**src/rtl/core_trace_monitor_if.sv**
```systemverilog
`default_nettype none
// ============================================================================
// Module      : core_trace_monitor_if
// Description : Host MMIO bus between a processing element's host and its
//               debug trace monitor. One read channel and one write channel.
//               Each channel uses a req/ack handshake, and the ack is a
//               one-cycle pulse.
//   read_req    host -> monitor  read request
//   read_index  host -> monitor  read word index
//   read_ack    monitor -> host  read acknowledge (read_data valid)
//   read_data   monitor -> host  read data
//   write_req   host -> monitor  write request
//   write_index host -> monitor  write word index
//   write_data  host -> monitor  write data
//   write_ack   monitor -> host  write acknowledge
// Revision    : 1.0 - initial release
// ============================================================================
interface core_trace_monitor_if #(
    parameter int WORD_WIDTH  = 32,
    parameter int INDEX_WIDTH = 8
);
    logic                   read_req;
    logic [INDEX_WIDTH-1:0] read_index;
    logic                   read_ack;
    logic [WORD_WIDTH-1:0]  read_data;
    logic                   write_req;
    logic [INDEX_WIDTH-1:0] write_index;
    logic [WORD_WIDTH-1:0]  write_data;
    logic                   write_ack;

    modport master (
        output read_req, read_index, write_req, write_index, write_data,
        input  read_ack, read_data, write_ack
    );

    modport slave (
        input  read_req, read_index, write_req, write_index, write_data,
        output read_ack, read_data, write_ack
    );
endinterface
`default_nettype wire

```
**src/rtl/core_trace_monitor.sv**
```systemverilog
`default_nettype none
// ============================================================================
// Module      : core_trace_monitor
// Description : Memory-mapped debug monitor for one processing element core.
//               It snapshots the halted flag, the predicates and the register
//               file into local buffers. It also keeps a free-running cycle
//               counter and records predicate changes in a timestamped trace
//               FIFO. The monitor can freeze itself when the core halts.
//               Host reads and writes are registered and acknowledged one
//               cycle after acceptance.
//   clock            positive-edge clock
//   reset            synchronous, active-high reset
//   enable           block enable; when low, requests are acked but inert
//   host             MMIO host bus (slave side of core_trace_monitor_if)
//   core_halted      core halted flag
//   core_predicates  core predicate state
//   core_registers   core register file (unpacked array)
// Register map (word index):
//   0 STATUS   bit0 halted, bit1 frozen, bit2 overflow, [15:8] FIFO count
//   1 PREDICATES buffered predicates, zero-extended
//   2 CONTROL  bit0 arm, bit1 freeze_on_halt, bit2 clear (write-only)
//   3 CYCLE    cycle counter
//   4 TRACE    oldest trace entry, popped on read (0 when empty)
//   8..        buffered core registers
// Constraints : NUM_PREDICATES < WORD_WIDTH, WORD_WIDTH >= 16,
//               TRACE_DEPTH a power of two >= 2,
//               8 + NUM_REGISTERS <= 2**INDEX_WIDTH
// Revision    : 1.0 - initial release
// ============================================================================
module core_trace_monitor #(
    parameter int WORD_WIDTH     = 32,
    parameter int NUM_PREDICATES = 8,
    parameter int NUM_REGISTERS  = 8,
    parameter int TRACE_DEPTH    = 16,
    parameter int INDEX_WIDTH    = 8
) (
    input  wire                      clock,
    input  wire                      reset,
    input  wire                      enable,
    core_trace_monitor_if.slave      host,
    input  wire                      core_halted,
    input  wire [NUM_PREDICATES-1:0] core_predicates,
    input  wire [WORD_WIDTH-1:0]     core_registers [NUM_REGISTERS]
);

    localparam int c_PTR_W   = (TRACE_DEPTH > 1) ? $clog2(TRACE_DEPTH) : 1;
    localparam int c_CNT_W   = c_PTR_W + 1;
    localparam int c_SEL_W   = (NUM_REGISTERS > 1) ? $clog2(NUM_REGISTERS) : 1;
    localparam int c_STAMP_W = WORD_WIDTH - NUM_PREDICATES;

    localparam logic [INDEX_WIDTH-1:0] c_IDX_STATUS     = INDEX_WIDTH'(0);
    localparam logic [INDEX_WIDTH-1:0] c_IDX_PREDICATES = INDEX_WIDTH'(1);
    localparam logic [INDEX_WIDTH-1:0] c_IDX_CONTROL    = INDEX_WIDTH'(2);
    localparam logic [INDEX_WIDTH-1:0] c_IDX_CYCLE      = INDEX_WIDTH'(3);
    localparam logic [INDEX_WIDTH-1:0] c_IDX_TRACE      = INDEX_WIDTH'(4);
    localparam logic [INDEX_WIDTH-1:0] c_IDX_REG_BASE   = INDEX_WIDTH'(8);
    localparam logic [INDEX_WIDTH-1:0] c_NUM_REGS_IDX   = INDEX_WIDTH'(NUM_REGISTERS);
    localparam logic [c_CNT_W-1:0]     c_DEPTH          = c_CNT_W'(TRACE_DEPTH);

    // ------------------------------------------------------------------------
    // State
    // ------------------------------------------------------------------------
    logic                      r_read_ack;
    logic [WORD_WIDTH-1:0]     r_read_data;
    logic                      r_write_ack;

    logic                      r_halted_buf;
    logic [NUM_PREDICATES-1:0] r_pred_buf;
    logic [WORD_WIDTH-1:0]     r_reg_buf [NUM_REGISTERS];
    logic [WORD_WIDTH-1:0]     r_cycle;

    logic                      r_arm;
    logic                      r_freeze_on_halt;
    logic                      r_frozen;
    logic                      r_overflow;

    logic [WORD_WIDTH-1:0]     r_fifo_mem [TRACE_DEPTH];
    logic [c_PTR_W-1:0]        r_wr_ptr;
    logic [c_PTR_W-1:0]        r_rd_ptr;
    logic [c_CNT_W-1:0]        r_count;

    // ------------------------------------------------------------------------
    // Handshake and decode
    // ------------------------------------------------------------------------
    logic                      w_read_accept;
    logic                      w_write_accept;
    logic                      w_ctrl_write;
    logic                      w_clear;
    logic                      w_active;
    logic                      w_fifo_empty;
    logic                      w_fifo_full;
    logic                      w_pop;
    logic                      w_capture;
    logic                      w_push;
    logic                      w_drop;
    logic [WORD_WIDTH-1:0]     w_entry;
    logic [INDEX_WIDTH-1:0]    w_reg_offset;
    logic [c_SEL_W-1:0]        w_reg_sel;
    logic                      w_reg_hit;
    logic [WORD_WIDTH-1:0]     w_status;
    logic [WORD_WIDTH-1:0]     w_read_value;

    // A held request is not re-accepted while its own ack is out, which
    // gives one transfer per two cycles on each channel.
    assign w_read_accept  = host.read_req  && !r_read_ack;
    assign w_write_accept = host.write_req && !r_write_ack;

    // A disabled block acknowledges writes but does not apply them.
    assign w_ctrl_write = w_write_accept && enable && (host.write_index == c_IDX_CONTROL);
    assign w_clear      = w_ctrl_write && host.write_data[2];

    // Sampling, counting and capture all stop while disabled or frozen.
    assign w_active = enable && !r_frozen;

    assign w_fifo_empty = (r_count == '0);
    assign w_fifo_full  = (r_count == c_DEPTH);

    // The pop happens at acceptance, so its data is ready for the registered
    // response on the following cycle.
    assign w_pop = w_read_accept && enable && (host.read_index == c_IDX_TRACE) && !w_fifo_empty;

    // The predicate buffer holds last cycle's predicates. Any difference is a
    // change worth recording.
    assign w_capture = r_arm && w_active && (core_predicates != r_pred_buf);

    // A pop on the same edge frees a slot, so a capture into a full FIFO
    // still lands. Clear wins over any capture in the same cycle.
    assign w_push = w_capture && !w_clear && (!w_fifo_full || w_pop);
    assign w_drop = w_capture && !w_clear && w_fifo_full && !w_pop;

    // The timestamp is the counter value before this cycle's increment.
    assign w_entry = {r_cycle[c_STAMP_W-1:0], core_predicates};

    assign w_reg_offset = host.read_index - c_IDX_REG_BASE;
    assign w_reg_sel    = w_reg_offset[c_SEL_W-1:0];
    assign w_reg_hit    = (host.read_index >= c_IDX_REG_BASE) && (w_reg_offset < c_NUM_REGS_IDX);

    always_comb begin
        w_status       = '0;
        w_status[0]    = r_halted_buf;
        w_status[1]    = r_frozen;
        w_status[2]    = r_overflow;
        w_status[15:8] = 8'(r_count);

        w_read_value = '0;
        if (enable) begin
            if (w_reg_hit) begin
                w_read_value = r_reg_buf[w_reg_sel];
            end else begin
                case (host.read_index)
                    c_IDX_STATUS:     w_read_value = w_status;
                    c_IDX_PREDICATES: w_read_value = WORD_WIDTH'(r_pred_buf);
                    c_IDX_CONTROL:    w_read_value = WORD_WIDTH'({r_freeze_on_halt, r_arm});
                    c_IDX_CYCLE:      w_read_value = r_cycle;
                    c_IDX_TRACE: begin
                        if (!w_fifo_empty) begin
                            w_read_value = r_fifo_mem[r_rd_ptr];
                        end
                    end
                    default:          w_read_value = '0;
                endcase
            end
        end
    end

    // ------------------------------------------------------------------------
    // Host responses
    // ------------------------------------------------------------------------
    always_ff @(posedge clock) begin
        if (reset) begin
            r_read_ack  <= 1'b0;
            r_read_data <= '0;
            r_write_ack <= 1'b0;
        end else begin
            r_read_ack  <= w_read_accept;
            r_read_data <= w_read_accept ? w_read_value : '0;
            r_write_ack <= w_write_accept;
        end
    end

    assign host.read_ack  = r_read_ack;
    assign host.read_data = r_read_data;
    assign host.write_ack = r_write_ack;

    // ------------------------------------------------------------------------
    // Control and status
    // ------------------------------------------------------------------------
    always_ff @(posedge clock) begin
        if (reset) begin
            r_arm            <= 1'b0;
            r_freeze_on_halt <= 1'b0;
            r_frozen         <= 1'b0;
            r_overflow       <= 1'b0;
        end else begin
            if (w_ctrl_write) begin
                r_arm            <= host.write_data[0];
                r_freeze_on_halt <= host.write_data[1];
            end

            // The freeze test uses the settings in force this cycle, so a
            // write that arms freeze_on_halt only takes effect afterwards.
            if (w_clear) begin
                r_frozen <= 1'b0;
            end else if (r_freeze_on_halt && enable && core_halted) begin
                r_frozen <= 1'b1;
            end

            if (w_clear) begin
                r_overflow <= 1'b0;
            end else if (w_drop) begin
                r_overflow <= 1'b1;
            end
        end
    end

    // ------------------------------------------------------------------------
    // Snapshot buffers and cycle counter
    // ------------------------------------------------------------------------
    always_ff @(posedge clock) begin
        if (reset) begin
            r_halted_buf <= 1'b0;
            r_pred_buf   <= '0;
            for (int i = 0; i < NUM_REGISTERS; i++) begin
                r_reg_buf[i] <= '0;
            end
        end else if (w_active) begin
            // On the edge that sets frozen, the buffers still load. The
            // halted flag that caused the freeze is therefore visible.
            r_halted_buf <= core_halted;
            r_pred_buf   <= core_predicates;
            r_reg_buf    <= core_registers;
        end
    end

    always_ff @(posedge clock) begin
        if (reset || w_clear) begin
            r_cycle <= '0;
        end else if (w_active && !core_halted) begin
            r_cycle <= r_cycle + WORD_WIDTH'(1);
        end
    end

    // ------------------------------------------------------------------------
    // Trace FIFO
    // ------------------------------------------------------------------------
    always_ff @(posedge clock) begin
        if (reset || w_clear) begin
            r_wr_ptr <= '0;
            r_rd_ptr <= '0;
            r_count  <= '0;
        end else begin
            if (w_push) begin
                r_wr_ptr <= r_wr_ptr + c_PTR_W'(1);
            end
            if (w_pop) begin
                r_rd_ptr <= r_rd_ptr + c_PTR_W'(1);
            end
            if (w_push && !w_pop) begin
                r_count <= r_count + c_CNT_W'(1);
            end else if (w_pop && !w_push) begin
                r_count <= r_count - c_CNT_W'(1);
            end
        end
    end

    // The storage needs no reset. The count decides what is readable, and
    // an empty FIFO reads as 0 through the mux.
    always_ff @(posedge clock) begin
        if (w_push) begin
            r_fifo_mem[r_wr_ptr] <= w_entry;
        end
    end

endmodule
`default_nettype wire

```
**src/flat_wrapper.sv**
```systemverilog
// flat-port wrapper written by rule: the top's interface ports become plain ports
module core_trace_monitor_flat 
#(
    parameter int WORD_WIDTH     = 32,
    parameter int NUM_PREDICATES = 8,
    parameter int NUM_REGISTERS  = 8,
    parameter int TRACE_DEPTH    = 16,
    parameter int INDEX_WIDTH    = 8
)
  (clock, reset, enable, core_halted, core_predicates, core_registers, host_read_req, host_read_index, host_write_req, host_write_index, host_write_data, host_read_ack, host_read_data, host_write_ack);
  core_trace_monitor_if #(.WORD_WIDTH(WORD_WIDTH), .INDEX_WIDTH(INDEX_WIDTH)) host_i ();
  input  wire clock;
  input  wire reset;
  input  wire enable;
  input  wire core_halted;
  input  wire [NUM_PREDICATES-1:0] core_predicates;
  input  wire [WORD_WIDTH-1:0] core_registers[NUM_REGISTERS];
  input wire logic [$bits(host_i.read_req)-1:0] host_read_req;
  input wire logic [$bits(host_i.read_index)-1:0] host_read_index;
  input wire logic [$bits(host_i.write_req)-1:0] host_write_req;
  input wire logic [$bits(host_i.write_index)-1:0] host_write_index;
  input wire logic [$bits(host_i.write_data)-1:0] host_write_data;
  output wire logic [$bits(host_i.read_ack)-1:0] host_read_ack;
  output wire logic [$bits(host_i.read_data)-1:0] host_read_data;
  output wire logic [$bits(host_i.write_ack)-1:0] host_write_ack;
  assign host_i.read_req = host_read_req;
  assign host_i.read_index = host_read_index;
  assign host_i.write_req = host_write_req;
  assign host_i.write_index = host_write_index;
  assign host_i.write_data = host_write_data;
  assign host_read_ack = host_i.read_ack;
  assign host_read_data = host_i.read_data;
  assign host_write_ack = host_i.write_ack;
  core_trace_monitor #(.WORD_WIDTH(WORD_WIDTH), .NUM_PREDICATES(NUM_PREDICATES), .NUM_REGISTERS(NUM_REGISTERS), .TRACE_DEPTH(TRACE_DEPTH), .INDEX_WIDTH(INDEX_WIDTH)) u_core (.clock(clock), .reset(reset), .enable(enable), .host(host_i), .core_halted(core_halted), .core_predicates(core_predicates), .core_registers(core_registers));
endmodule
```
**config.mk**
```make
export PLATFORM = sky130hd
export DESIGN_NAME = core_trace_monitor_flat
export DESIGN_NICKNAME = d
export VERILOG_FILES = /design/src/rtl/core_trace_monitor_if.sv /design/src/rtl/core_trace_monitor.sv /design/src/flat_wrapper.sv
export SDC_FILE = /design/constraint.sdc
export NUM_CORES = 1
export LEC_CHECK = 0
export CAP_MARGIN = 25
export CORE_UTILIZATION = 55
export DETAILED_ROUTE_END_ITERATION = 10
export HOLD_SLACK_MARGIN = 0.03
export PLACE_DENSITY = 0.77
export REMOVE_ABC_BUFFERS = 1
export SLEW_MARGIN = 20
export SYNTH_ARGS = -nofsm -noshare
export SYNTH_HDL_FRONTEND = slang
export SYNTH_SLANG_ARGS = --single-unit
```
**constraint.sdc**
```tcl
create_clock -name clock -period 8.65 [get_ports clock]
set_input_delay 1.73 -clock clock [delete_from_list [all_inputs] [get_ports clock]]
set_output_delay 1.73 -clock clock [all_outputs]
set_load 0.05 [all_outputs]
```
# Word level (Yosys, flattened, before mapping)
# Memory sizes are Yosys's and may differ from the RTL's. A register that Yosys moved wholly into a read port is not among the register bits.
# Cells that the tools add are included.
word_totals:
  regBits: 348
  mem_bits_rw: 512
  out_inout_bits: 34
  elab_cells: 90
  n_memories: 1
op_classes:
  addsub: 6
  magnitude_cmp: 3
  eq_ne: 7
  muxes: 12
  n_bitwise: 3
  n_reduce_logical: 37
memory_table:
  columns: ["name", "depth", "width", "read_ports", "rd_ports_with_merged_regs", "write_ports", "line_no", "rtl"]
  rows:
  - ["u_core.r_fifo_mem", 16, 32, 1, 1, 1, "core_trace_monitor.sv:77", "logic [WORD_WIDTH-1:0] r_fifo_mem [TRACE_DEPTH];"]
op_table:
  columns: ["operator", "count"]
  rows:
  - ["$pmux W32 S5", 1]
  - ["$mux W32", 4]
  - ["$bmux W32 S3", 1]
  - ["$add A32 B1 Y32 const B", 1]
  - ["$eq A8 B2 Y1 const B", 3]
  - ["$logic_and A1 B1 Y1", 21]
  - ["$mux W5", 2]
  - ["$logic_not A1 Y1", 9]
  - ["$add A4 B1 Y4 const B", 2]
  - ["$eq A8 B1 Y1 const B", 1]
  - ["$eq A8 B3 Y1 const B", 1]
  - ["$ge A8 B4 Y1 const B", 1]
  - ["$logic_not A8 Y1", 1]
  - ["$lt A8 B4 Y1 const B", 1]
  - ["$mux W4", 2]
  - ["$ne A8 B8 Y1", 1]
  - ["$sub A8 B4 Y8 const B", 1]
  - ["$add A5 B1 Y5 const B", 1]
  - ["$eq A5 B5 Y1 const B", 1]
  - ["$logic_not A5 Y1", 1]
  - ["$sub A5 B1 Y5 const B", 1]
  - ["$ge A4 B4 Y1 const B", 1]
  - ["$not A3 Y4", 1]
  - ["$reduce_or A3 Y1", 1]
  - ["5 further kinds", 8]

# Longest topological paths before layout
logic_depth:
  ltp_word: 12
  mapped_depth: 14

# Worst setup path before layout
# Ideal clock, no wire load.
synth_timing:
  kind: "in2reg"
  start: "in host_read_index[1]"
  end: "reg u_core.r_count[4]"
  setup_ns: 0.070
  arrival_time_ns: 4.447
  required_time_ns: 8.580
  slack_ns: 4.132
  path_stages: 14
  path_cell_list: "buf_2 > nor2_1 > and4b_1 > nor2_1 > nor3_2 > buf_2 > ha_1 > inv_1 > fa_1 > a21o_1 > a21oi_1 > xnor2_1 > or3_1 > a21oi_1"
synth_via:
  elab_chain_len: 8
  word_cells_on_any_way: 11
synth_lines:
  columns: ["item", "line_no", "rtl"]
  rows:
  - ["from (decl)", "flat_wrapper.sv:19", "input wire logic [$bits(host_i.read_index)-1:0] host_read_index;"]
  - ["$eq A8 B3 Y1 (*)", "core_trace_monitor.sv:120", "assign w_pop = w_read_accept && enable && (host.read_index == c_IDX_TRACE) && !w_fifo_empty;"]
  - ["$logic_and A1 B1 Y1 (*) (2 in series)", "core_trace_monitor.sv:120", null]
  - ["$logic_or A1 B1 Y1 (*)", "core_trace_monitor.sv:128", "assign w_push = w_capture && !w_clear && (!w_fifo_full || w_pop);"]
  - ["$logic_and A1 B1 Y1 (*)", "core_trace_monitor.sv:128", null]
  - ["via u_core.w_push", "core_trace_monitor.sv:94", "logic w_push;"]
  - ["$logic_not A1 Y1", "core_trace_monitor.sv:260", "end else if (w_pop && !w_push) begin"]
  - ["$logic_and A1 B1 Y1", "core_trace_monitor.sv:260", null]
  - ["$reduce_bool A2 Y1 (no line)", null, null]
  - ["to (signal assigned)", "core_trace_monitor.sv:259", "r_count <= r_count + c_CNT_W'(1);"]
  - ["to (signal assigned)", "core_trace_monitor.sv:261", "r_count <= r_count - c_CNT_W'(1);"]
  - ["to (decl)", "core_trace_monitor.sv:80", "logic [c_CNT_W-1:0] r_count;"]
# Mark *: on every way through the listed nets, which the timed path passes. The rest lies on a longest branch.
# A chain may end at the register's enable or synchronous reset.

# Worst setup path after layout
layout_timing:
  start: "in core_predicates[5]"
  end: "mem u_core.r_fifo_mem[5][31], enable pin"
layout_via:
  elab_chain_len: 6
layout_lines:
  columns: ["item", "line_no", "rtl"]
  rows:
  - ["from (decl)", "flat_wrapper.sv:16", "input wire [NUM_PREDICATES-1:0] core_predicates;"]
  - ["$ne A8 B8 Y1", "core_trace_monitor.sv:124", "assign w_capture = r_arm && w_active && (core_predicates != r_pred_buf);"]
  - ["$logic_and A1 B1 Y1", "core_trace_monitor.sv:124", null]
  - ["$logic_and A1 B1 Y1 (2 in series)", "core_trace_monitor.sv:128", null]
  - ["$mux W1", "core_trace_monitor.sv:269", "if (w_push) begin"]
  - ["$mux W1 (not written as such)", "core_trace_monitor.sv:270", "r_fifo_mem[r_wr_ptr] <= w_entry;"]
  - ["to (decl)", "core_trace_monitor.sv:77", null]
# Every way passes these cells.

==> flow_metrics.tcl <==
set metrics [dict create \
    reg2regPathDepth 6 \
    r2r-end "u_core.r_fifo_mem[5][31]" \
    drt-initial-drc-count 2560 \
    floorplan.die_area_sq_mm 0.0632 \
    share_of_synthesized_area_spent_on_multiplexers 0.129 \
    cp_slowest_cell "sky130_fd_sc_hd__clkdlybuf4s50_1" \
    crit_path_end_kind "register" \
    synth_largest_type_area_fraction 0.450 \
    peakVddDrop_mv 0.146 \
    totalNegativeSetupSlack_ns 0 \
    hold_path.class "reg -> reg" \
    critPathKind "in -> reg" \
    min_delay_worst_endpoint "u_core.r_reg_buf[103]" \
    postSynthCellCount 2585 \
    synth_adder_area_share 0.00461 \
    crit_path_cell_trace "clkdlybuf4s50_1 > xnor2_1 > nand4_1 > o211ai_1 > nor3_2 > and3_1 > buf_4" \
    layout.cells.most_common_list "562 x sky130_fd_sc_hd__nand2_1, 512 x sky130_fd_sc_hd__edfxtp_1, 350 x sky130_fd_sc_hd__dfxtp_1, 318 x sky130_fd_sc_hd__clkdlybuf4s50_1, 303 x sky130_fd_sc_hd__a21oi_1" \
    htree_num_levels 3 \
    synth_enable_flop_cells 512 \
    timing.critical_path.slowest_cell_delay_ns 0.97 \
    total_leakage_power_nw 14.4 \
    groute.usage.overall 0.281 \
    final_cell_area_sq_mm 0.0410 \
    synth.avg_cell_area_sq_um 13.2 \
    synth_seq_area_share 0.656 \
    max-cap-violations 0 \
    final-instance-count-excl-fill 3769 \
    layout-drive-gt1-share 0.126 \
    leading_cell_type_in_the_layout_fill_and_taps_excluded "sky130_fd_sc_hd__nand2_1" \
    utilization 0.665 \
    worstPathArrival_ns 5.44 \
    cts.path.max_buffers 3 \
    regToRegSetupSlack_ns 5.09 \
    area_occupied_by_registers_sq_mm 0.0224 \
    cts_hold_buffers 0 \
    cts-root-buf "sky130_fd_sc_hd__clkbuf_16" \
    viasPerCell 6.05 \
    die_y_microns 251 \
    timing.critical_path.fanout_max 19 \
    cts.sink_count 864 \
    grt.overflow.total 0 \
    yosys.area_share.simple 0.0928 \
    finalCriticalPeriod_ns 5.15 \
    synth_flop_cell "sky130_fd_sc_hd__edfxtp_1" \
    worstSetupPathDepth 7 \
    number_of_instances_resized_during_post_cts_repair 0 \
    outcome "finished clean" \
    start_util 0.555 \
    synth_compound_area_frac 0.0847 \
    antenna_left 0 \
    antenna_cells 0 \
    final_max_slew_viol_count 0 \
    fin_total_pwr_mw 8.54 \
    io_pins 352 \
    number_of_input_and_output_port_buffers_inserted 322 \
    unrepaired_setup_endpoints_after_global_routing "no" \
    cts_tree "yes" \
    multiInputGateArea_sq_mm 0.0110 \
    worst_setup_path_start_kind "input port" \
    timing.final.crit_share 0.595 \
    timing.fmax_mhz 194 \
    dp_hpwl_mm 53.6 \
    ys_top_cells_by_area "sky130_fd_sc_hd__edfxtp_1 45%, sky130_fd_sc_hd__dfxtp_1 21%, sky130_fd_sc_hd__mux4_2 10%" \
    clk_pin_slew_ns 0.06 \
    routed_wire_length_per_instance_microns 23.8 \
    fp.coreArea_sq_mm 0.0616 \
    synth.distinct_cells 61 \
    synth_area_sq_mm 0.0342 \
    cp_data_required_time_ns 8.94 \
    synth-seq-cells 864 \
    syn_to_final_growth_pct 19.8 \
    postCtsSetupBuffers 0 \
    final-hold-violation-count 0 \
    number_of_buffers_inserted_during_clock_tree_synthesis 85 \
    max_slew.worst_pin.slew_ns 1.07 \
    min_path_cells 2 \
    yosysWarnings 0 \
    worst_path_dominant_cell_family "simple AND/OR/NAND/NOR gates" \
    dpl-instance-area_sq_mm 0.0382 \
    die_width_microns 251 \
    synth_top_family_by_area "multiplexers" \
    dp_cell_count 3609 \
    drt_wl_total_mm 89.6 \
    via_count_of_the_first_global_routing_pass 22300 \
    pwr_density_cell_mw_per_mm2 209 \
    worstHoldStart "u_core.r_reg_buf[103]" \
    clock_latency_ns 0.65 \
    grt_start_max_net_pins 196 \
    number_of_antenna_violations_at_the_first_check_in_global_routing 1 \
    timing.clock.skew_ns 0.0198 \
    num_vias 22800 \
    synth-async-reset-ratio 0 \
    fill_cells 4169 \
    synth_area_leader_cell "sky130_fd_sc_hd__edfxtp_1" \
    drt_drc_violations_left 0 \
    nets 3192 \
    synth-xor-area-share 0.0110 \
    max_slew_margin 0.287 \
    grt_first_pass_wirelength_mm 134 \
    cp.buffers_inverters 2 \
    finalWeightedCongestion 0.887 \
    final-setup-viol-count 0 \
    rows 91 \
    detailedRoute.firstPassIterationCount 8 \
    timing.rr.start "u_core.host.read_ack" \
]
==> final cells by class <==
type,count,share of cell area
flip-flops and latches,864,0.547
multi-input cells,1533,0.270
repair buffers,367,0.0887
clock buffers,121,0.0577
well taps,837,0.0256
clock inverters,36,0.0100
inverters,11,0.00101
==> sequential cells by signal, summed over array words and instances (netlist names), named ones only <==
name	count
u_core.r_overflow	1
u_core.host.write_ack	1
u_core.r_fifo_mem	512
u_core.r_frozen	1
u_core.r_cycle	32
u_core.r_arm	1
u_core.r_freeze_on_halt	1
u_core.r_halted_buf	1
u_core.host.read_data	32
u_core.host.read_ack	1
u_core.r_wr_ptr	4
u_core.r_pred_buf	8
u_core.r_reg_buf	256
u_core.r_rd_ptr	4
u_core.r_count	5
==> kinds of logic after synthesis <==
group / Yosys count
buffers and inverters: 188
AOI/OAI and AO/OA: 488
DFF: 864
and+or+nand+nor: 750
muxes: 240
xor gates and xnor gates: 43
adders and majority gates: 12
==> tightest hold or removal path, cell delays in order (launching register included) <==
cell                      delay, ns
sky130_fd_sc_hd__dfxtp_1       0.31
sky130_fd_sc_hd__nand2_1       0.05
sky130_fd_sc_hd__a21oi_1       0.05
==> where the power goes <==
group | switching [mW] | internal, mW | leakage (nW)
registers | 0.0391 | 4.39 | 7.84
logic | 0.215 | 0.213 | 5.16
clock network | 1.56 | 2.13 | 1.36
total | 1.81 | 6.73 | 14.4
==> synthesized netlist by cell type, types with 11 or more instances <==
cell and count:
sky130_fd_sc_hd__ha_1 11, sky130_fd_sc_hd__clkbuf_1 136, sky130_fd_sc_hd__xnor2_1 23, sky130_fd_sc_hd__and3_1 24, sky130_fd_sc_hd__xor2_1 20, sky130_fd_sc_hd__mux2i_1 63, sky130_fd_sc_hd__dfxtp_1 352, sky130_fd_sc_hd__mux4_2 159
sky130_fd_sc_hd__a22oi_1 80, sky130_fd_sc_hd__o21ai_0 22, sky130_fd_sc_hd__buf_1 11, sky130_fd_sc_hd__nand3_1 24, sky130_fd_sc_hd__inv_1 11, sky130_fd_sc_hd__buf_2 25, sky130_fd_sc_hd__mux2_2 18, sky130_fd_sc_hd__o22ai_1 11
sky130_fd_sc_hd__nor2_1 72, sky130_fd_sc_hd__edfxtp_1 512, sky130_fd_sc_hd__nand2_1 562, sky130_fd_sc_hd__a21oi_1 303, sky130_fd_sc_hd__a21o_1 18
==> stage by stage <==
step	worst slack (ns)	hold slack, ns
2_1_floorplan	-5.19	0.427
3_3_place_gp	3.08	0.434
3_5_place_dp	2.99	0.446
4_1_cts	3.55	0.454
5_1_grt	3.16	0.469
6_report	3.50	0.452
==> routing by layer <==
| metal | global-route usage | vias to the layer above | wire [microns] |
|---|---|---|---|
| met3 | 0.0465 | 188 | 7450 |
| met2 | 0.468 | 1157 | 44300 |
| met4 | 0.101 | 0 | 2700 |
| met5 | 0 | - | 0 |
| met1 | 0.375 | 11300 | 35100 |
| li1 | - | 10100 | - |
==> how the worst max path moves through the flow <==
| stage | startpoint | endpoint | slack [ns] |
|---|---|---|---|
| 4_1_cts | core_predicates[0] | u_core.r_fifo_mem[5][9] | 3.55 |
| 3_5_place_dp | core_predicates[5] | u_core.r_fifo_mem[5][10] | 2.99 |
| 3_3_place_gp | core_predicates[0] | u_core.r_fifo_mem[3][9] | 3.08 |
| 6_report | core_predicates[5] | u_core.r_fifo_mem[5][31] | 3.50 |
| 5_1_grt | core_predicates[5] | u_core.r_count[4] | 3.16 |
| 2_1_floorplan | enable | u_core.r_count[4] | -5.19 |
No activity file was read; power rests on OpenSTA's default activity.
